==> config.mk <==
export PLATFORM = sky130hd
export DESIGN_NAME = ibex_fetch_realigner
export DESIGN_NICKNAME = d
export VERILOG_FILES = /design/src/rtl/ibex_fetch_realigner.sv
export SDC_FILE = /design/constraint.sdc
export NUM_CORES = 1
export LEC_CHECK = 0
export ABC_AREA = 0
export BUFFER_PORTS_ARGS = -buffer_cell sky130_fd_sc_hd__clkbuf_2
export CAP_MARGIN = 20
export CORE_MARGIN = 2
export CORE_UTILIZATION = 50
export CTS_BUF_LIST = sky130_fd_sc_hd__clkbuf_4 sky130_fd_sc_hd__clkbuf_8 sky130_fd_sc_hd__clkbuf_16
export CTS_CLUSTER_DIAMETER = 50
export DETAILED_ROUTE_END_ITERATION = 8
export GPL_TIMING_DRIVEN = 0
export PLACE_DENSITY = 0.69
export SYNTH_ARGS = -nofsm -noshare
export SYNTH_HDL_FRONTEND = slang
export SYNTH_SLANG_ARGS = --single-unit
==> constraint.sdc <==
create_clock -name clk_i -period 6.8 [get_ports clk_i]
set_input_delay 0.34 -clock clk_i [delete_from_list [all_inputs] [get_ports clk_i]]
set_output_delay 0.34 -clock clk_i [all_outputs]
set_load 0.02 [all_outputs]
==> src/rtl/ibex_fetch_realigner.sv <==
// ibex_fetch_realigner: splits 32-bit fetch words into RV32I/RV32C instructions,
// joins 32-bit instructions straddling two words, expands compressed encodings
// and queues the results (with PC and flags) for the ID stage.
// Optional build macro IBEX_REALIGN_PERF_EN adds the straddle_cnt_o counter.
module ibex_fetch_realigner #(
   parameter int unsigned DEPTH     = 2,
   parameter logic [31:0] BOOT_ADDR = 32'h0000_0080
) (
   input  logic        clk_i,
   input  logic        rst_ni,
   input  logic        fetch_valid_i,
   output logic        fetch_ready_o,
   input  logic [31:0] fetch_rdata_i,
   input  logic        fetch_err_i,
   input  logic        redirect_i,
   input  logic [31:0] redirect_addr_i,
   output logic        instr_valid_o,
   input  logic        instr_ready_i,
   output logic [31:0] instr_o,
   output logic [31:0] instr_raw_o,
   output logic [31:0] pc_o,
   output logic        is_compressed_o,
   output logic        illegal_c_o,
   output logic        fetch_err_o
`ifdef IBEX_REALIGN_PERF_EN
   ,
   output logic [15:0] straddle_cnt_o
`endif
);

   localparam int PTR_W = (DEPTH > 1) ? $clog2(DEPTH) : 1;
   localparam int CNT_W = $clog2(DEPTH + 1);

   typedef enum logic {RUN, ERR} state_e;

   typedef struct packed {
      logic [31:0] instr;
      logic [31:0] raw;
      logic [31:0] pc;
      logic        comp;
      logic        ill;
      logic        err;
   } entry_t;

   state_e             state_q, state_d;
   logic [CNT_W-1:0]   cnt_q, cnt_d;
   logic [PTR_W-1:0]   rd_ptr_q, rd_ptr_d, wr_ptr_q, wr_ptr_d, wr1_ptr;
   logic               res_vld_q, res_vld_d;
   logic [15:0]        res_q, res_d;
   logic               skip_lo_q, skip_lo_d;
   logic [31:0]        pc_q, pc_d;
   entry_t             mem_q [DEPTH];
   entry_t             e0, e1, head;
   logic [1:0]         n_push;
   logic               fire, pop, h_pending;
   logic [31:0]        addr;
   logic [15:0]        lo_hw, hi_hw;
   logic               unused_redirect_addr0;

   assign unused_redirect_addr0 = redirect_addr_i[0];

   // RV32C to RV32I expansion; returns {illegal, instruction}
   function automatic logic [32:0] expand_c(input logic [15:0] c);
      logic [31:0] i;
      logic        ill;
      i   = '0;
      ill = 1'b0;
      case (c[1:0])
         2'b00: begin
            case (c[15:13])
               3'b000: begin
                  i   = {2'b0, c[10:7], c[12:11], c[5], c[6], 2'b00, 5'h02, 3'b000, 2'b01, c[4:2], 7'h13};
                  ill = (c[12:5] == 8'h00);
               end
               3'b010: i = {5'b0, c[5], c[12:10], c[6], 2'b00, 2'b01, c[9:7], 3'b010, 2'b01, c[4:2], 7'h03};
               3'b110: i = {5'b0, c[5], c[12], 2'b01, c[4:2], 2'b01, c[9:7], 3'b010, c[11:10], c[6], 2'b00, 7'h23};
               default: ill = 1'b1;
            endcase
         end
         2'b01: begin
            case (c[15:13])
               3'b000: i = {{6{c[12]}}, c[12], c[6:2], c[11:7], 3'b000, c[11:7], 7'h13};
               3'b001, 3'b101:
                  i = {c[12], c[8], c[10:9], c[6], c[7], c[2], c[11], c[5:3], {9{c[12]}}, 4'b0, ~c[15], 7'h6f};
               3'b010: i = {{6{c[12]}}, c[12], c[6:2], 5'b0, 3'b000, c[11:7], 7'h13};
               3'b011: begin
                  if (c[11:7] == 5'h02) begin
                     i = {{3{c[12]}}, c[4:3], c[5], c[2], c[6], 4'b0, 5'h02, 3'b000, 5'h02, 7'h13};
                  end else begin
                     i = {{15{c[12]}}, c[6:2], c[11:7], 7'h37};
                  end
                  ill = ({c[12], c[6:2]} == 6'h00);
               end
               3'b100: begin
                  case (c[11:10])
                     2'b00, 2'b01: begin
                        i   = {1'b0, c[10], 5'b0, c[6:2], 2'b01, c[9:7], 3'b101, 2'b01, c[9:7], 7'h13};
                        ill = c[12];
                     end
                     2'b10: i = {{6{c[12]}}, c[12], c[6:2], 2'b01, c[9:7], 3'b111, 2'b01, c[9:7], 7'h13};
                     default: begin
                        case (c[6:5])
                           2'b00:   i = {7'b0100000, 2'b01, c[4:2], 2'b01, c[9:7], 3'b000, 2'b01, c[9:7], 7'h33};
                           2'b01:   i = {7'b0000000, 2'b01, c[4:2], 2'b01, c[9:7], 3'b100, 2'b01, c[9:7], 7'h33};
                           2'b10:   i = {7'b0000000, 2'b01, c[4:2], 2'b01, c[9:7], 3'b110, 2'b01, c[9:7], 7'h33};
                           default: i = {7'b0000000, 2'b01, c[4:2], 2'b01, c[9:7], 3'b111, 2'b01, c[9:7], 7'h33};
                        endcase
                        ill = c[12];
                     end
                  endcase
               end
               default:
                  i = {{4{c[12]}}, c[6:5], c[2], 5'b0, 2'b01, c[9:7], 2'b00, c[13], c[11:10], c[4:3], c[12], 7'h63};
            endcase
         end
         2'b10: begin
            case (c[15:13])
               3'b000: begin
                  i   = {7'b0, c[6:2], c[11:7], 3'b001, c[11:7], 7'h13};
                  ill = c[12];
               end
               3'b010: begin
                  i   = {4'b0, c[3:2], c[12], c[6:4], 2'b00, 5'h02, 3'b010, c[11:7], 7'h03};
                  ill = (c[11:7] == 5'h00);
               end
               3'b100: begin
                  if (!c[12]) begin
                     if (c[6:2] != 5'h00) begin
                        i = {7'b0, c[6:2], 5'b0, 3'b000, c[11:7], 7'h33};
                     end else begin
                        i   = {12'b0, c[11:7], 3'b000, 5'b0, 7'h67};
                        ill = (c[11:7] == 5'h00);
                     end
                  end else if (c[6:2] != 5'h00) begin
                     i = {7'b0, c[6:2], c[11:7], 3'b000, c[11:7], 7'h33};
                  end else if (c[11:7] == 5'h00) begin
                     i = 32'h0010_0073;
                  end else begin
                     i = {12'b0, c[11:7], 3'b000, 5'b00001, 7'h67};
                  end
               end
               3'b110: i = {4'b0, c[8:7], c[12], c[6:2], 5'h02, 3'b010, c[11:9], 2'b00, 7'h23};
               default: ill = 1'b1;
            endcase
         end
         default: ill = 1'b1;
      endcase
      if (ill) begin
         i = {16'h0000, c};
      end
      return {ill, i};
   endfunction

   function automatic entry_t make_c(input logic [15:0] c, input logic [31:0] pc);
      entry_t      e;
      logic [32:0] x;
      x       = expand_c(c);
      e.instr = x[31:0];
      e.raw   = {16'h0000, c};
      e.pc    = pc;
      e.comp  = 1'b1;
      e.ill   = x[32];
      e.err   = 1'b0;
      return e;
   endfunction

   function automatic entry_t make_w(input logic [31:0] w, input logic [31:0] pc);
      entry_t e;
      e.instr = w;
      e.raw   = w;
      e.pc    = pc;
      e.comp  = 1'b0;
      e.ill   = 1'b0;
      e.err   = 1'b0;
      return e;
   endfunction

   function automatic logic [PTR_W-1:0] ptr_inc(input logic [PTR_W-1:0] p);
      return (p == PTR_W'(DEPTH - 1)) ? '0 : p + 1'b1;
   endfunction

   assign lo_hw         = fetch_rdata_i[15:0];
   assign hi_hw         = fetch_rdata_i[31:16];
   assign fetch_ready_o = (state_q == RUN) && (cnt_q <= CNT_W'(DEPTH - 2));
   assign fire          = fetch_valid_i & fetch_ready_o & ~redirect_i;
   assign pop           = instr_valid_o & instr_ready_i & ~redirect_i;

   // Split the accepted word into up to two queue entries and update residue/pc/state
   always_comb begin
      e0        = '0;
      e1        = '0;
      n_push    = 2'd0;
      h_pending = 1'b0;
      addr      = pc_q;
      state_d   = state_q;
      res_vld_d = res_vld_q;
      res_d     = res_q;
      skip_lo_d = skip_lo_q;
      pc_d      = pc_q;
      if (redirect_i) begin
         state_d   = RUN;
         res_vld_d = 1'b0;
         skip_lo_d = redirect_addr_i[1];
         pc_d      = {redirect_addr_i[31:1], 1'b0};
      end else if (fire) begin
         if (fetch_err_i) begin
            // pc_q is the residue pc when a residue is held, else the current pc
            e0        = '{instr: 32'h0, raw: 32'h0, pc: pc_q, comp: 1'b0, ill: 1'b0, err: 1'b1};
            n_push    = 2'd1;
            res_vld_d = 1'b0;
            state_d   = ERR;
         end else begin
            h_pending = 1'b1;
            if (res_vld_q) begin
               e0        = make_w({lo_hw, res_q}, pc_q);
               n_push    = 2'd1;
               res_vld_d = 1'b0;
               addr      = pc_q + 32'd4;
            end else if (skip_lo_q) begin
               skip_lo_d = 1'b0;
            end else if (lo_hw[1:0] != 2'b11) begin
               e0     = make_c(lo_hw, pc_q);
               n_push = 2'd1;
               addr   = pc_q + 32'd2;
            end else begin
               e0        = make_w(fetch_rdata_i, pc_q);
               n_push    = 2'd1;
               addr      = pc_q + 32'd4;
               h_pending = 1'b0;
            end
            if (h_pending) begin
               if (hi_hw[1:0] != 2'b11) begin
                  if (n_push == 2'd0) begin
                     e0 = make_c(hi_hw, addr);
                  end else begin
                     e1 = make_c(hi_hw, addr);
                  end
                  n_push = n_push + 2'd1;
                  addr   = addr + 32'd2;
               end else begin
                  res_vld_d = 1'b1;
                  res_d     = hi_hw;
               end
            end
            pc_d = addr;
         end
      end
   end

   // Queue occupancy and pointer next-state; redirect empties the queue
   always_comb begin
      wr1_ptr  = ptr_inc(wr_ptr_q);
      cnt_d    = cnt_q + CNT_W'(n_push) - CNT_W'(pop);
      rd_ptr_d = pop ? ptr_inc(rd_ptr_q) : rd_ptr_q;
      case (n_push)
         2'd1:    wr_ptr_d = wr1_ptr;
         2'd2:    wr_ptr_d = ptr_inc(wr1_ptr);
         default: wr_ptr_d = wr_ptr_q;
      endcase
      if (redirect_i) begin
         cnt_d    = '0;
         rd_ptr_d = '0;
         wr_ptr_d = '0;
      end
   end

   // Control state register
   always_ff @(posedge clk_i or negedge rst_ni) begin
      if (!rst_ni) begin
         state_q   <= RUN;
         cnt_q     <= '0;
         rd_ptr_q  <= '0;
         wr_ptr_q  <= '0;
         res_vld_q <= 1'b0;
         skip_lo_q <= BOOT_ADDR[1];
         pc_q      <= {BOOT_ADDR[31:1], 1'b0};
      end else begin
         state_q   <= state_d;
         cnt_q     <= cnt_d;
         rd_ptr_q  <= rd_ptr_d;
         wr_ptr_q  <= wr_ptr_d;
         res_vld_q <= res_vld_d;
         skip_lo_q <= skip_lo_d;
         pc_q      <= pc_d;
      end
   end

   // Entry storage and residue halfword; contents are qualified by the control state
   always_ff @(posedge clk_i) begin
      res_q <= res_d;
      if (n_push != 2'd0) begin
         mem_q[wr_ptr_q] <= e0;
      end
      if (n_push == 2'd2) begin
         mem_q[wr1_ptr] <= e1;
      end
   end

   assign head            = mem_q[rd_ptr_q];
   assign instr_valid_o   = (cnt_q != '0);
   assign instr_o         = instr_valid_o ? head.instr : 32'h0;
   assign instr_raw_o     = instr_valid_o ? head.raw   : 32'h0;
   assign pc_o            = instr_valid_o ? head.pc    : 32'h0;
   assign is_compressed_o = instr_valid_o & head.comp;
   assign illegal_c_o     = instr_valid_o & head.ill;
   assign fetch_err_o     = instr_valid_o & head.err;

`ifdef IBEX_REALIGN_PERF_EN
   logic        straddle;
   logic [15:0] straddle_cnt_q;

   assign straddle = fire & ~fetch_err_i & res_vld_q;

   // Saturating count of instructions joined from a residue and the next word
   always_ff @(posedge clk_i or negedge rst_ni) begin
      if (!rst_ni) begin
         straddle_cnt_q <= 16'h0000;
      end else if (redirect_i) begin
         straddle_cnt_q <= 16'h0000;
      end else if (straddle && (straddle_cnt_q != 16'hFFFF)) begin
         straddle_cnt_q <= straddle_cnt_q + 16'h0001;
      end
   end

   assign straddle_cnt_o = straddle_cnt_q;
`endif

endmodule

==> results_dict.tcl <==
set metrics [dict create \
    dp_cells 2691 \
    diodes 0 \
    io_buffers 161 \
    gp_congestion 1.05 \
    synthDistinctLibCells 92 \
    syn_inst 2069 \
    r2r_cells 16 \
    first_global_vias 17900 \
    r2r_slack_ps 660 \
    maxSlewViolCount 0 \
    first_pass_iters 6 \
    synthToLayoutAreaGrowth_pct 16.6 \
    hold_depth 3 \
    rsz0062_at_grt "no" \
    required_ps 7220 \
    wl_per_cell_um 28.5 \
    crit_type "input port to register" \
    postRouteAntennaNets 0 \
    cts.sinks 252 \
    die_width_um 191 \
    detailed_place_hpwl_mm 60.0 \
    clk_pin_slew_ps 60 \
    initial_core_util_pct 50.6 \
    ctsResizeCount 0 \
    htree_levels 1 \
    fin_crit_ps 6480 \
    drtIter0Drc 2793 \
    worstPathArrival_ps 6900 \
    viasPerCell 6.77 \
    via_count 18800 \
    routed_wl_mm 79.4 \
    synthArstFlopShare_pct 15.1 \
    synth_edf_count 180 \
    worst_pin_slew_ps 1250 \
    reg2reg_from "cnt_q[1]" \
    finalNonFillerCells 2784 \
    rows 68 \
    grt_max_degree 39 \
    p_leak_nw 7.20 \
    root_buffer "clkbuf_16" \
    netlist_area_um2 17400 \
    slew-limit-headroom_pct 16.2 \
    cts.hold.buffers_added 37 \
    insertion_delay_ps 590 \
    synth-seq-cells 252 \
    hold_class "input port to register" \
    ir_worst_vdd_v 0.000350 \
    die_y_um 191 \
    power.total_mw 5.50 \
    cts_tree "done" \
    post-cts-setup-buffers 0 \
    clockBufferDepth 3 \
    drive_gt1_share_pct 12.1 \
    hold_violations 0 \
    utilization_pct 59.0 \
    ys.flop_type "edfxtp_1" \
    clock-skew-final_ps 10.2 \
    r2r-end "mem_q[1][78]" \
    dieArea_um2 36400 \
    grt_pass1_wl_mm 115 \
    setup_viol 0 \
    core_area_um2 34500 \
    synth_common_cells "nor2_1, nand2_1, o21ai_0, edfxtp_1, clkbuf_1" \
    p_per_area_nw_per_um2 270 \
    nets 2384 \
    min_period_over_period_pct 95.3 \
    drc 0 \
    syn_area_per_cell_um2 8.43 \
    ioPinCount 171 \
    crit_start "fetch_rdata_i[16]" \
    synth.top_cells.by_area "edfxtp_1, mux2i_1, o21ai_0, nor2_1, dfrtp_1" \
    yosysWarnings 0 \
    gr-total-overflow 0 \
    synth.most_common_cell "nor2_1" \
    status "complete, no violations" \
    critPathCaptureType "register" \
    cts_buffers 30 \
    ys_seq_area_share_pct 40.4 \
    track_usage_pct 43.1 \
    crit_fanout 10 \
    synth_top_area_share_pct 31.0 \
    worstHoldStart "redirect_addr_i[1]" \
    fmax_ghz 0.154 \
    cp-start-kind "input port" \
    synth.largest_area_cell "edfxtp_1" \
    hold_path_end "pc_q[1]" \
    drv_cap 0 \
    antenna_found_initial 2 \
]
logic make-up (layout without fill, tap and decap cells):
family / after synthesis / count (layout) / share of synthesized area (%)
compound gates: 656 / 656 / 23.8
xor+xnor: 56 / 56 / 2.81
fa+ha+maj: 8 / 8 / 0.574
buf+inv: 226 / 485 / 5.11
flops: 252 / 252 / 40.4
mux: 151 / 151 / 8.72
other cells: 1 / 2 / 0.0215
simple gates: 719 / 719 / 18.6
state kept, by name, summed over array words and instances, names as in the netlist:
name       flops
mem_q        198
res_q         16
pc_q          31
skip_lo_q      1
res_vld_q      1
cnt_q          2
wr_ptr_q       1
state_q        1
rd_ptr_q       1
layer usage:
layer | up-vias | part of all wire (%) | GRT usage (%)
li1 | 8089 | - | -
met1 | 8957 | 38 | 57.1
met2 | 1498 | 42 | 63.6
met3 | 293 | 14 | 14.7
met4 | 4 | 5.2 | 19.2
met5 | - | 0.045 | 0
layout make-up:
cell class,count,area (um^2)
Fill cell,3168,14100
Multi-Input combinational cell,1592,9540
Sequential cell,252,7040
Timing Repair Buffer,204,1290
Clock buffer,34,798
Buffer,192,763
Tap cell,455,569
Clock inverter,21,210
Inverter,34,128
report_power, final:
group / switching, mW / internal, mW
Clock: 0.704 / 0.930
Combinational: 1.40 / 0.576
Sequential: 0.0788 / 1.81
metrics by stage:
| step | hold WS [ps] | TNS [ps] | worst slack [ps] | area (um^2) |
|---|---|---|---|---|
| after floorplan | 44.4 | 0 | 677 | 17400 |
| after global placement | 445 | -435880 | -2710 | 18800 |
| after detailed placement | 465 | 0 | 609 | 18900 |
| after CTS | 5.98 | 0 | 680 | 20300 |
| after global routing | 19.4 | 0 | 233 | 20300 |
| final | 18.2 | 0 | 319 | 20300 |
worst max path at each step:
stage | to | slack (ps) | cells past startpoint
2_1_floorplan | mem_q[0][10] | 680 | 7
3_3_place_gp | mem_q[1][94] | -2710 | 9
3_5_place_dp | mem_q[1][78] | 610 | 17
4_1_cts | mem_q[1][78] | 680 | 18
5_1_grt | mem_q[1][78] | 230 | 18
6_report | mem_q[0][42] | 320 | 18
worst max-delay path, cell delays in order:
cell and delay (ps):
dlygate4sd3_1 520, clkbuf_2 110, clkbuf_1 580, inv_1 300
nor2_1 720, inv_1 260, ha_1 350, a211o_1 110
nand2_1 200, and2_1 270, ha_1 180, clkbuf_1 260
nor4_1 870, nand2_1 380, nor2_1 600, nor2_1 130
clkbuf_1 360, o21ai_0 300
cells in the final DEF (no fill, tap or decap), drive strengths merged, types with 11 or more instances in the layout:
| cell type | n |
|---|---|
| o2bb2ai | 13 |
| nand4 | 11 |
| nand3 | 50 |
| and2 | 20 |
| nor3 | 36 |
| inv | 34 |
| a21oi | 127 |
| nor4 | 13 |
| nor2 | 273 |
| a31oi | 28 |
| o21ai | 234 |
| o221ai | 20 |
| dlygate4sd3 | 37 |
| a22o | 18 |
| buf | 48 |
| dfxtp | 34 |
| nand2 | 233 |
| o22ai | 65 |
| and3 | 16 |
| xnor2 | 34 |
| nand2b | 16 |
| clkinv | 14 |
| clkbuf | 345 |
| or3 | 14 |
| o31ai | 27 |
| xor2 | 22 |
| o211ai | 11 |
| dfrtp | 37 |
| edfxtp | 180 |
| mux2i | 143 |
| nor2b | 12 |
(Power assumes the default switching activity.)
